[src/rtl/sram_port_arbiter.sv]
// rtl/sram_port_arbiter.sv - two-requester arbiter for a single-port synchronous SRAM
//
// Purpose:
//   Shares one single-port synchronous SRAM between a reader (command fetch)
//   and a writer (time logger). Accesses are serialised, each issue is marked
//   by a one-cycle grant pulse, and read data comes back with a valid strobe.
//
// Build option:
//   SRAM_ARB_WR_PRIORITY_EN  defined   -> writer always wins a simultaneous request
//                            undefined -> round-robin on simultaneous requests
//
// Ports:
//   clk        in   system clock
//   rst        in   synchronous active-low reset
//   rd_req     in   read request level, held until rd_gnt
//   rd_addr    in   read address
//   rd_gnt     out  read issued to SRAM this cycle
//   rd_data    out  registered read data, held until the next read capture
//   rd_valid   out  rd_data valid this cycle
//   wr_req     in   write request level, held until wr_gnt
//   wr_addr    in   write address
//   wr_data    in   write data
//   wr_gnt     out  write issued to SRAM this cycle
//   mem_en     out  SRAM enable
//   mem_we     out  SRAM write enable
//   mem_addr   out  SRAM address
//   mem_wdata  out  SRAM write data
//   mem_rdata  in   SRAM read data, valid the cycle after an enabled read
//   busy       out  arbiter is not idle

module sram_port_arbiter #(
    parameter int ADDR_WIDTH = 10,
    parameter int DATA_SIZE  = 32
) (
    input  logic                  clk,
    input  logic                  rst,
    input  logic                  rd_req,
    input  logic [ADDR_WIDTH-1:0] rd_addr,
    output logic                  rd_gnt,
    output logic [DATA_SIZE-1:0]  rd_data,
    output logic                  rd_valid,
    input  logic                  wr_req,
    input  logic [ADDR_WIDTH-1:0] wr_addr,
    input  logic [DATA_SIZE-1:0]  wr_data,
    output logic                  wr_gnt,
    output logic                  mem_en,
    output logic                  mem_we,
    output logic [ADDR_WIDTH-1:0] mem_addr,
    output logic [DATA_SIZE-1:0]  mem_wdata,
    input  logic [DATA_SIZE-1:0]  mem_rdata,
    output logic                  busy
);

    typedef enum logic [2:0] {
        S_IDLE     = 3'd0,
        S_RD_ISSUE = 3'd1,
        S_RD_WAIT  = 3'd2,
        S_RD_DONE  = 3'd3,
        S_WR_ISSUE = 3'd4
    } state_t;

    state_t                  state_q, state_d;
    logic                    last_wr_q, last_wr_d;   // 1: most recent grant went to the writer
    logic [ADDR_WIDTH-1:0]   mem_addr_q, mem_addr_d;
    logic [DATA_SIZE-1:0]    mem_wdata_q, mem_wdata_d;
    logic [DATA_SIZE-1:0]    rd_data_q, rd_data_d;

    // Arbitration decision, evaluated every cycle but only acted on in the
    // cycles that are allowed to start a new access.
    logic                    pick_rd;
    logic                    pick_wr;

    always_comb begin
`ifdef SRAM_ARB_WR_PRIORITY_EN
        pick_rd = rd_req && !wr_req;
`else
        pick_rd = rd_req && (!wr_req || last_wr_q);
`endif
        pick_wr = wr_req && !pick_rd;
    end

    always_comb begin
        state_d     = state_q;
        last_wr_d   = last_wr_q;
        mem_addr_d  = mem_addr_q;
        mem_wdata_d = mem_wdata_q;
        rd_data_d   = rd_data_q;
        rd_gnt      = 1'b0;
        wr_gnt      = 1'b0;
        rd_valid    = 1'b0;
        mem_en      = 1'b0;
        mem_we      = 1'b0;
        busy        = 1'b1;

        case (state_q)
            S_IDLE: begin
                busy = 1'b0;
                if (pick_rd) begin
                    state_d    = S_RD_ISSUE;
                    mem_addr_d = rd_addr;
                end else if (pick_wr) begin
                    state_d     = S_WR_ISSUE;
                    mem_addr_d  = wr_addr;
                    mem_wdata_d = wr_data;
                end
            end

            S_RD_ISSUE: begin
                mem_en    = 1'b1;
                rd_gnt    = 1'b1;
                last_wr_d = 1'b0;
                state_d   = S_RD_WAIT;
            end

            S_RD_WAIT: begin
                rd_data_d = mem_rdata;
                state_d   = S_RD_DONE;
            end

            // The data-return cycle doubles as an arbitration cycle so that
            // back-to-back reads run at one per three cycles instead of four.
            S_RD_DONE: begin
                rd_valid = 1'b1;
                state_d  = S_IDLE;
                if (pick_rd) begin
                    state_d    = S_RD_ISSUE;
                    mem_addr_d = rd_addr;
                end else if (pick_wr) begin
                    state_d     = S_WR_ISSUE;
                    mem_addr_d  = wr_addr;
                    mem_wdata_d = wr_data;
                end
            end

            S_WR_ISSUE: begin
                mem_en    = 1'b1;
                mem_we    = 1'b1;
                wr_gnt    = 1'b1;
                last_wr_d = 1'b1;
                state_d   = S_IDLE;
            end

            default: begin
                state_d = S_IDLE;
            end
        endcase
    end

    always_ff @(posedge clk) begin
        if (!rst) begin
            state_q     <= S_IDLE;
            last_wr_q   <= 1'b1;    // first contended access goes to the reader
            mem_addr_q  <= '0;
            mem_wdata_q <= '0;
            rd_data_q   <= '0;
        end else begin
            state_q     <= state_d;
            last_wr_q   <= last_wr_d;
            mem_addr_q  <= mem_addr_d;
            mem_wdata_q <= mem_wdata_d;
            rd_data_q   <= rd_data_d;
        end
    end

    assign mem_addr  = mem_addr_q;
    assign mem_wdata = mem_wdata_q;
    assign rd_data   = rd_data_q;

endmodule

[config.mk]
export PLATFORM = sky130hd
export DESIGN_NAME = sram_port_arbiter
export DESIGN_NICKNAME = d
export VERILOG_FILES = /design/src/rtl/sram_port_arbiter.sv
export SDC_FILE = /design/constraint.sdc
export NUM_CORES = 1
export LEC_CHECK = 0
export CAP_MARGIN = 20
export CORE_ASPECT_RATIO = 1.5
export CORE_UTILIZATION = 35
export DETAILED_ROUTE_END_ITERATION = 7
export HOLD_SLACK_MARGIN = 0.08
export PLACE_DENSITY = 0.82
export SETUP_SLACK_MARGIN = 0.15
export SYNTH_ARGS = -nofsm -noshare
export SYNTH_HDL_FRONTEND = slang
export SYNTH_SLANG_ARGS = --single-unit
[constraint.sdc]
create_clock -name clk -period 1.8 [get_ports clk]
set_input_delay 0.27 -clock clk [delete_from_list [all_inputs] [get_ports clk]]
set_output_delay 0.27 -clock clk [all_outputs]
set_load 0.05 [all_outputs]
; Word level (Yosys, flattened, before mapping)
; Cells that the tools add are included.
[word_totals]
ff_bits = 78
latchBits = 0
ram_bits = 0
romBits = 0
n_memories = 0
[op_classes]
n_addsub = 0
mul = 0
n_div = 0
n_lt_le_gt_ge = 0
eq_ne = 5
shift = 0
n_mux = 13
bitwise = 1
n_reduce_logical = 12
[ops]
columns = operator, n
row1 = $mux 10, 2
row2 = $mux 3, 4
row3 = $pmux 3 s4, 1
row4 = $eq 3x2->1 const B, 2
row5 = $mux 1, 5
row6 = $reduce_bool 2->1, 2
row7 = $reduce_or 2->1, 2
row8 = $eq 3x1->1 const B, 1
row9 = $eq 3x3->1 const B, 1
row10 = $logic_not 3->1, 1
row11 = $ne 3x3->1 const B, 1
row12 = $reduce_and 3->1, 1
row13 = $logic_and 1x1->1, 2
row14 = $logic_not 1->1, 2
row15 = $pmux 1 s2, 1
row16 = $reduce_and 2->1, 1
row17 = $logic_or 1x1->1, 1
row18 = $not 1->1, 1

; Longest topological paths before layout
[depth]
ltp_word = 8
ltp_mapped = 6
mapped_depth_nobuf = 3

; Worst setup path before layout
; Ideal clock, no wire load.
[synth_timing]
path_kind = register -> output
startpoint = register state_q[2]
endpoint = output mem_en
arrival_ns = 2.231
t_required_ns = 1.530
path_slack_ns = -0.701
stages_incl_launch_ff = 4
path_buffers = 1
path_cell_list = dfxtp_1 -> buf_2 -> nor3b_1 -> or2_2
[synth_via]
elab_chain_len = 3
[synth_rtl]
columns = element, line
row1 = "start, declared", 62  ; state_t state_q, state_d;
row2 = "start signal, assigned", 157  ; state_q <= state_d;
row3 = $eq 3x1->1 or $eq 3x3->1 (tied branches), 95  ; case (state_q)
row4 = $reduce_or 2->1 (no source line) (*), --
row5 = $mux 1 (*), 95
row6 = "end, declared", 46  ; output logic mem_en,
; Every way passes the cells marked *; elsewhere a longest branch is shown, timed or not.

; Final worst setup path
[layout_timing]
startpoint = register state_q[1]
endpoint = output mem_en
; Same word-level chain as after synthesis.

==> metrics.md <==
| Metric | Value |
|---|---|
| Worst skew pair latency | about 330 ps |
| Slew Viols, Final | 0 |
| Post-synthesis sequential area ratio | between 40 and 50% |
| Maxcap violations | 0 |
| Antenna violations before repair | 0 |
| Area Growth Syn to Fin | 68.14% |
| CP max stage cell | dfxtp_2 |
| Final net count | around 610 |
| Leading cell type in the layout, fill and taps excluded | nand2_1 |
| Routed vias/inst | about 4.8 |
| Starting density of the core | a little over a third |
| Crit Path Max Fanout | 8 |
| Die area | 9367 sq um |
| Routability cong. | 0.7238 |
| Antenna Cells | 0 |
| GRT Overall Usage | about a fifth |
| Period utilization | 90.60% |
| Cell Area, Placed | 4938 sq um |
| PwrDens | ~1100 nW/um^2 |
| Worst Hold Class | input port to flop |
| H-tree depth | 3 |
| CTS root buf | clkbuf_16 |
| TritonCTS clock tree | done |
| Via count | around 3,000 |
| Avg WL per Cell | between 10 and 15 microns |
| Fin cells | approximately 630 |
| Worst-margin pin slew | approximately 520 ps |
| Critical Path Start Type | flop |
| Met2 WL | ~4500 microns |
| Number of hold violations in the final report | 0 |
| Buffers & Inverters on Critical Path | 2 |
| Largest net degree at the start of global routing | 68 |
| Met3 Wirelength | around 570 microns |
| Worst Path Required | ~1500 ps |
| Post-CTS Hold Buffers | 0 |
| Count of cell types in the netlist | 28 |
| Initial DRC count | 161 |
| CP max stage delay | about 350 ps |
| Clock transition at the registers of the reported paths | roughly 60 ps |
| Crit path DAT | roughly 1400 ps |
| Synthesized instance count | 356 |
| Average size of a mapped cell | about 8.8 sq um |
| Max Buffers Root-to-Sink | 2 |
| Sink Count | 78 |
| Status | completed |
| First-pass GRT wire length | roughly 14,000 microns |
| DR DRC count | 0 |
| Most frequent cells in the layout | nand2_1, clkdlybuf4s50_1, dfxtp_1, dlygate4sd2_1, a21oi_1 |
| Final min period | roughly 1600 ps |
| Routed wire length | between 8000 and 9000 microns |
| Post-DRT Antenna Nets | 0 |
| PortBufs | between 150 and 200 |
| Fillers | approximately 740 |
| CP Capture Type | output port |
| Vias in the first global route | 3,006 |
| Rel. slew slack | 65.25% |
| RSZ-0062 raised after global routing | yes |
| Pre-antenna DRT Iters | 6 |
| DIE HEIGHT | approximately 120 microns |
| Clk_skew | 4.508 ps |
| Top sig layer | met4 |
| Maximum clock rate | 0.6132 GHz |
| DIE WIDTH | approximately 80 microns |
| Row Count | 42 |
| CTS buffer count | 9 |
| Lkg Pwr | 0.002278 uW |
| Critical path, cell by cell | buf_6 -> nor3b_4 -> or2_4 -> buf_12 |
| Wl on met1 | about 3300 microns |
| Crit Path Class | flop to output port |
| Grt ovf | 0 |
| Placed insts | approximately 600 |
| Boundary Pins | ~170 |
| Kind of cell adding the most delay to the critical path | simple AND/OR/NAND/NOR gates |
| Power Total | approximately 5800 uW |
| Mapped Nets | 444 |
| Yosys warns | 0 |
| Peak VDD IR | between 0.7 and 0.8 mV |
| Dpl hpwl | about 6000 microns |
| Core area | about 8800 sq um |
| Number of synthesized register bits | slightly below 80 |
| Endpoints failing setup | 0 |
| Mapped cell area | around 3100 sq um |
| Post-Layout Inst Area | approximately 5300 sq um |
| Layout cell share with drive strength beyond 1 | between 10% and 20% |
==> layer usage <==
layer | global-route usage (%) | up-vias
met5 | 0 | -
met4 | 10.68 | 0
met3 | 4.031 | 22
met2 | 33.03 | 136
met1 | 19.76 | 1357
li1 | - | 1519
==> timing repair <==
| item | 4_1_cts | 5_1_grt |
|---|---|---|
| hold endpoints to repair | 0 | 0 |
| endpoints found under the setup margin | 78 | 21 |
| gates resized for setup | 82 | 1 |
| pin swaps | 1 | 2 |
| setup buffers | 3 | 4 |
==> cells by family (layout without fill, tap and decap cells) <==
family | count (synthesis) | in the layout | share of synthesized area [%]
simple gates | 144 | 144 | 18.96
flops | 78 | 78 | 49.70
compound gates | 67 | 67 | 13.26
buf+inv | 34 | 202 | 7.008
mux | 32 | 32 | 10.20
xor+xnor | 1 | 1 | 0.8763
==> area by class of cell <==
class	count	area, sq um	area share, %
clock buffers	13	260.3	4.927
clock inverters	3	90.09	1.705
inverters	2	7.507	0.1421
multi-input cells	244	1405	26.60
flip-flops and latches	78	1570	29.73
well taps	110	137.6	2.605
repair buffers	184	1812	34.30
==> synth_stat cells (all sizes together) <==
master / instances / share of area, %
inv: 1 / 0.12
clkbuf: 11 / 1.3
o32ai: 10 / 2.8
a211oi: 10 / 2.4
nor3b: 4 / 1.3
dfxtp: 78 / 50
or2: 1 / 0.20
buf: 21 / 5.5
o21ba: 1 / 0.32
or3b: 1 / 0.28
o2111a: 1 / 0.36
o31ai: 1 / 0.24
clkinv: 1 / 0.12
a21oi: 42 / 6.7
mux2i: 32 / 10
o21ai: 1 / 0.16
xnor2: 1 / 0.88
and3b: 1 / 0.28
nand2b: 2 / 0.40
nor2b: 4 / 0.80
nand2: 128 / 15
a21bo: 1 / 0.32
nor2: 2 / 0.24
or3: 1 / 0.20
==> state kept, by name, indices dropped and copies added, names as in the netlist <==
signal / count
state_q: 3
mem_addr: 10
last_wr_q: 1
rd_data: 32
mem_wdata: 32
==> final timing paths <==
path                                   from          end  slack [ps]  cells after the start
worst max-delay path             state_q[1]       mem_en         170                      4
worst min-delay path                    rst    last_wr_q         410                      3
worst max register to register   state_q[0]   state_q[2]         220                      6
worst min register to register  rd_data[22]  rd_data[22]         450                      2
==> through the flow <==
stage / utilization [%] / setup WS, ps / TNS (ps) / hold WS [ps]
4_1_cts: 59.82 / 128.4 / 0 / 393.4
2_1_floorplan: - / 150.5 / 0 / 406.0
6_report: 60.19 / 169.1 / 0 / 408.9
5_1_grt: 60.19 / 112.4 / 0 / 424.8
3_5_place_dp: 56.27 / -166.3 / -2970 / 445.8
3_3_place_gp: 56.27 / -65.80 / -544.9 / 441.9
==> worst min-delay path, stage by stage <==
cell and delay (ps):
buf_2 130, buf_12 190, o21ai_0 100
==> power breakdown <==
group	switching [uW]	internal (uW)	leakage (uW)	total, uW
clock	647	1430	0.000170	2080
combinational	1080	686	0.00147	1760
sequential	95.5	1900	0.000639	1990
total	1820	4020	0.00228	5830
Note: power is estimated with default switching activity, not from simulation.
==> RTL change: new RTL, same settings <==
The 5 states of `state_t` get a one-hot encoding in 5 bits.
--- a/src/rtl/sram_port_arbiter.sv
+++ b/src/rtl/sram_port_arbiter.sv
@@ -53,8 +53,8 @@
 
-    typedef enum logic [2:0] {
-        S_IDLE     = 3'd0,
-        S_RD_ISSUE = 3'd1,
-        S_RD_WAIT  = 3'd2,
-        S_RD_DONE  = 3'd3,
-        S_WR_ISSUE = 3'd4
+    typedef enum logic [4:0] {
+        S_IDLE     = 5'b00001,
+        S_RD_ISSUE = 5'b00010,
+        S_RD_WAIT  = 5'b00100,
+        S_RD_DONE  = 5'b01000,
+        S_WR_ISSUE = 5'b10000
     } state_t;
Behaviour: no difference found for any inputs over 4 cycles, from zero or initial values and one cycle with rst low; so few cycles prove little.
==> RTL change against the original RTL <==
- count of clock-buffer cells in the layout shrank 2
- highest routed layer unchanged
- sequential power shrank 3%
- area after synthesis shrank 2.6%
- critical path depth shrank 1
- largest cell class unchanged
- wire length grew 3.8%
- setup slack lost 0.22 ns
- power shrank 12%
- clock power shrank 9%
- maximum frequency shrank 12%
- cell area grew 1.1%
- the flow now finishes with violations (negative setup slack)
- sequential cell count grew 2
- register-to-register slack lost 0.17 ns
==> RTL change: results (changes against the original RTL) <==
* 0.0588 — ClkCell Share, -0.00752
* 452 — number of nets in the synthesized netlist, +1.8%
* 0.202 — met1 Use GR, +0.00417
* -0.0521 ns — final setup slack of the worst path, -0.221 ns
* 364 — Mapped Cells, +2.2%
* reg2reg — worst min path class
* 4 — Initial DRT Pass Iterations, -2
* 2 — setup violators final, +2
* 0.251 — Gate power share, -0.051
* 252 — Multi-Input Combinational, +3.3%
* 0.256 — proportion of cell area occupied by multi-input gates, -0.00972
* 0.291 — switching share of total power, -0.0207
* sky130_fd_sc_hd__dfxtp_1, sky130_fd_sc_hd__nand2_1, sky130_fd_sc_hd__a21boi_0, sky130_fd_sc_hd__o21ai_0, sky130_fd_sc_hd__nand3_1 — most area-consuming cells after synthesis
* 0.531 mV — peak supply drop, -26%
* -0.0770 ns — final-layout setup total negative slack, -0.0770 ns
* 2,922 — via count of the first global-routing pass, -2.8%
* 0.712 — Routability Congestion, -1.6%
* 127 — initial drt markers, -21%
* 774 — count of fill cells added during filler insertion, +4.5%
* 3.62 mm — Met1 Routed Length, +10%
* 4.53 mm — met2 layer wire length in the routed design, about the same
* 0.357 — area share of buffers outside the clock network, +0.0143
* 647 — final std cells w/o fill, +2.1%
* 0.185 — Overall Global Routing Usage, -0.00113
* negative setup slack — failing checks
* 80 — total of flip-flops plus latches after synthesis, +2.6%
* 0.107 — share of layout cells above drive strength 1, +0.00626
* 623 — final-stage net count, +2.6%
* 605 microns — met3 wire length, +6.1%
* 0.39 ns — longest individual stage delay on the worst path, +0.04 ns
* 113 — largest net degree at the start of global routing, +66%
* 13.2 mm — global-route wire length before repair, -3.1%
* 0.0625 — met3 capacity usage during global routing, +0.0222
* sky130_fd_sc_hd__or3_4 — worst-path cell with the longest stage delay
* 2.28 nW — reported leakage power, +0.20%
* 0.559 ns — actual slew at the worst max-slew pin, +0.0356 ns
* 3,140 — total number of vias, +3.5%
* 27 — unique cell type count in the Yosys netlist, -3.6%
* finished with violations — status
* 13.9 microns — average wire per standard cell, +1.7%
* 3 — Max FO, Critical Path, -5
==> RTL change: cell count changes after synthesis, moves of 22 or more <==
| cell | unedited run | this run |
|---|---|---|
| sky130_fd_sc_hd__o21ai_0 | 1 | 35 |
| sky130_fd_sc_hd__a21boi_0 | 0 | 33 |
| sky130_fd_sc_hd__nand3_1 | 0 | 33 |
| sky130_fd_sc_hd__a21oi_1 | 42 | 10 |
| sky130_fd_sc_hd__nand2_1 | 128 | 99 |
| sky130_fd_sc_hd__mux2i_1 | 32 | 10 |
==> RTL change: path summary, 6_finish.rpt <==
path	from	to	slack [ns]	cells after the start
min reg2reg	mem_wdata[10]	mem_wdata[10]	0.44	2
max reg2reg	state_q[1]	mem_wdata[29]	0.05	7
min	mem_wdata[10]	mem_wdata[10]	0.44	2
max	state_q[1]	busy	-0.05	3
==> RTL change: cell families (layout without fill, tap and decap cells) <==
kind of cell,count (synthesis),count (layout),share of synthesized area
buffers and inverters,32,208,0.0499
XOR/XNOR,2,2,0.00572
AND/OR/NAND/NOR,151,151,0.213
AO/OA/AOI/OAI,89,89,0.175
multiplexers,10,10,0.0327
flip-flops,80,80,0.523
==> RTL change: repair_timing <==
action / CTS / global route
cloned: 0 / 8
pin swaps: 4 / 3
setup endpoints to repair: 83 / 52
hold buffers: 0 / 0
gates resized for setup: 83 / 16
endpoints found under the hold margin: 0 / 0
setup buffers: 4 / 3
==> RTL change: stage by stage <==
step                instance area [sq um]  hold WS (ns)  power, mW   util
floorplan                            3120         0.400       2.69      -
global placement                     4880         0.435       3.13  0.577
detailed placement                   4880         0.440       3.15  0.577
CTS                                  5170         0.411       5.04  0.610
global route                         5340         0.450       5.36  0.631
finish                               5340         0.443       5.13  0.631
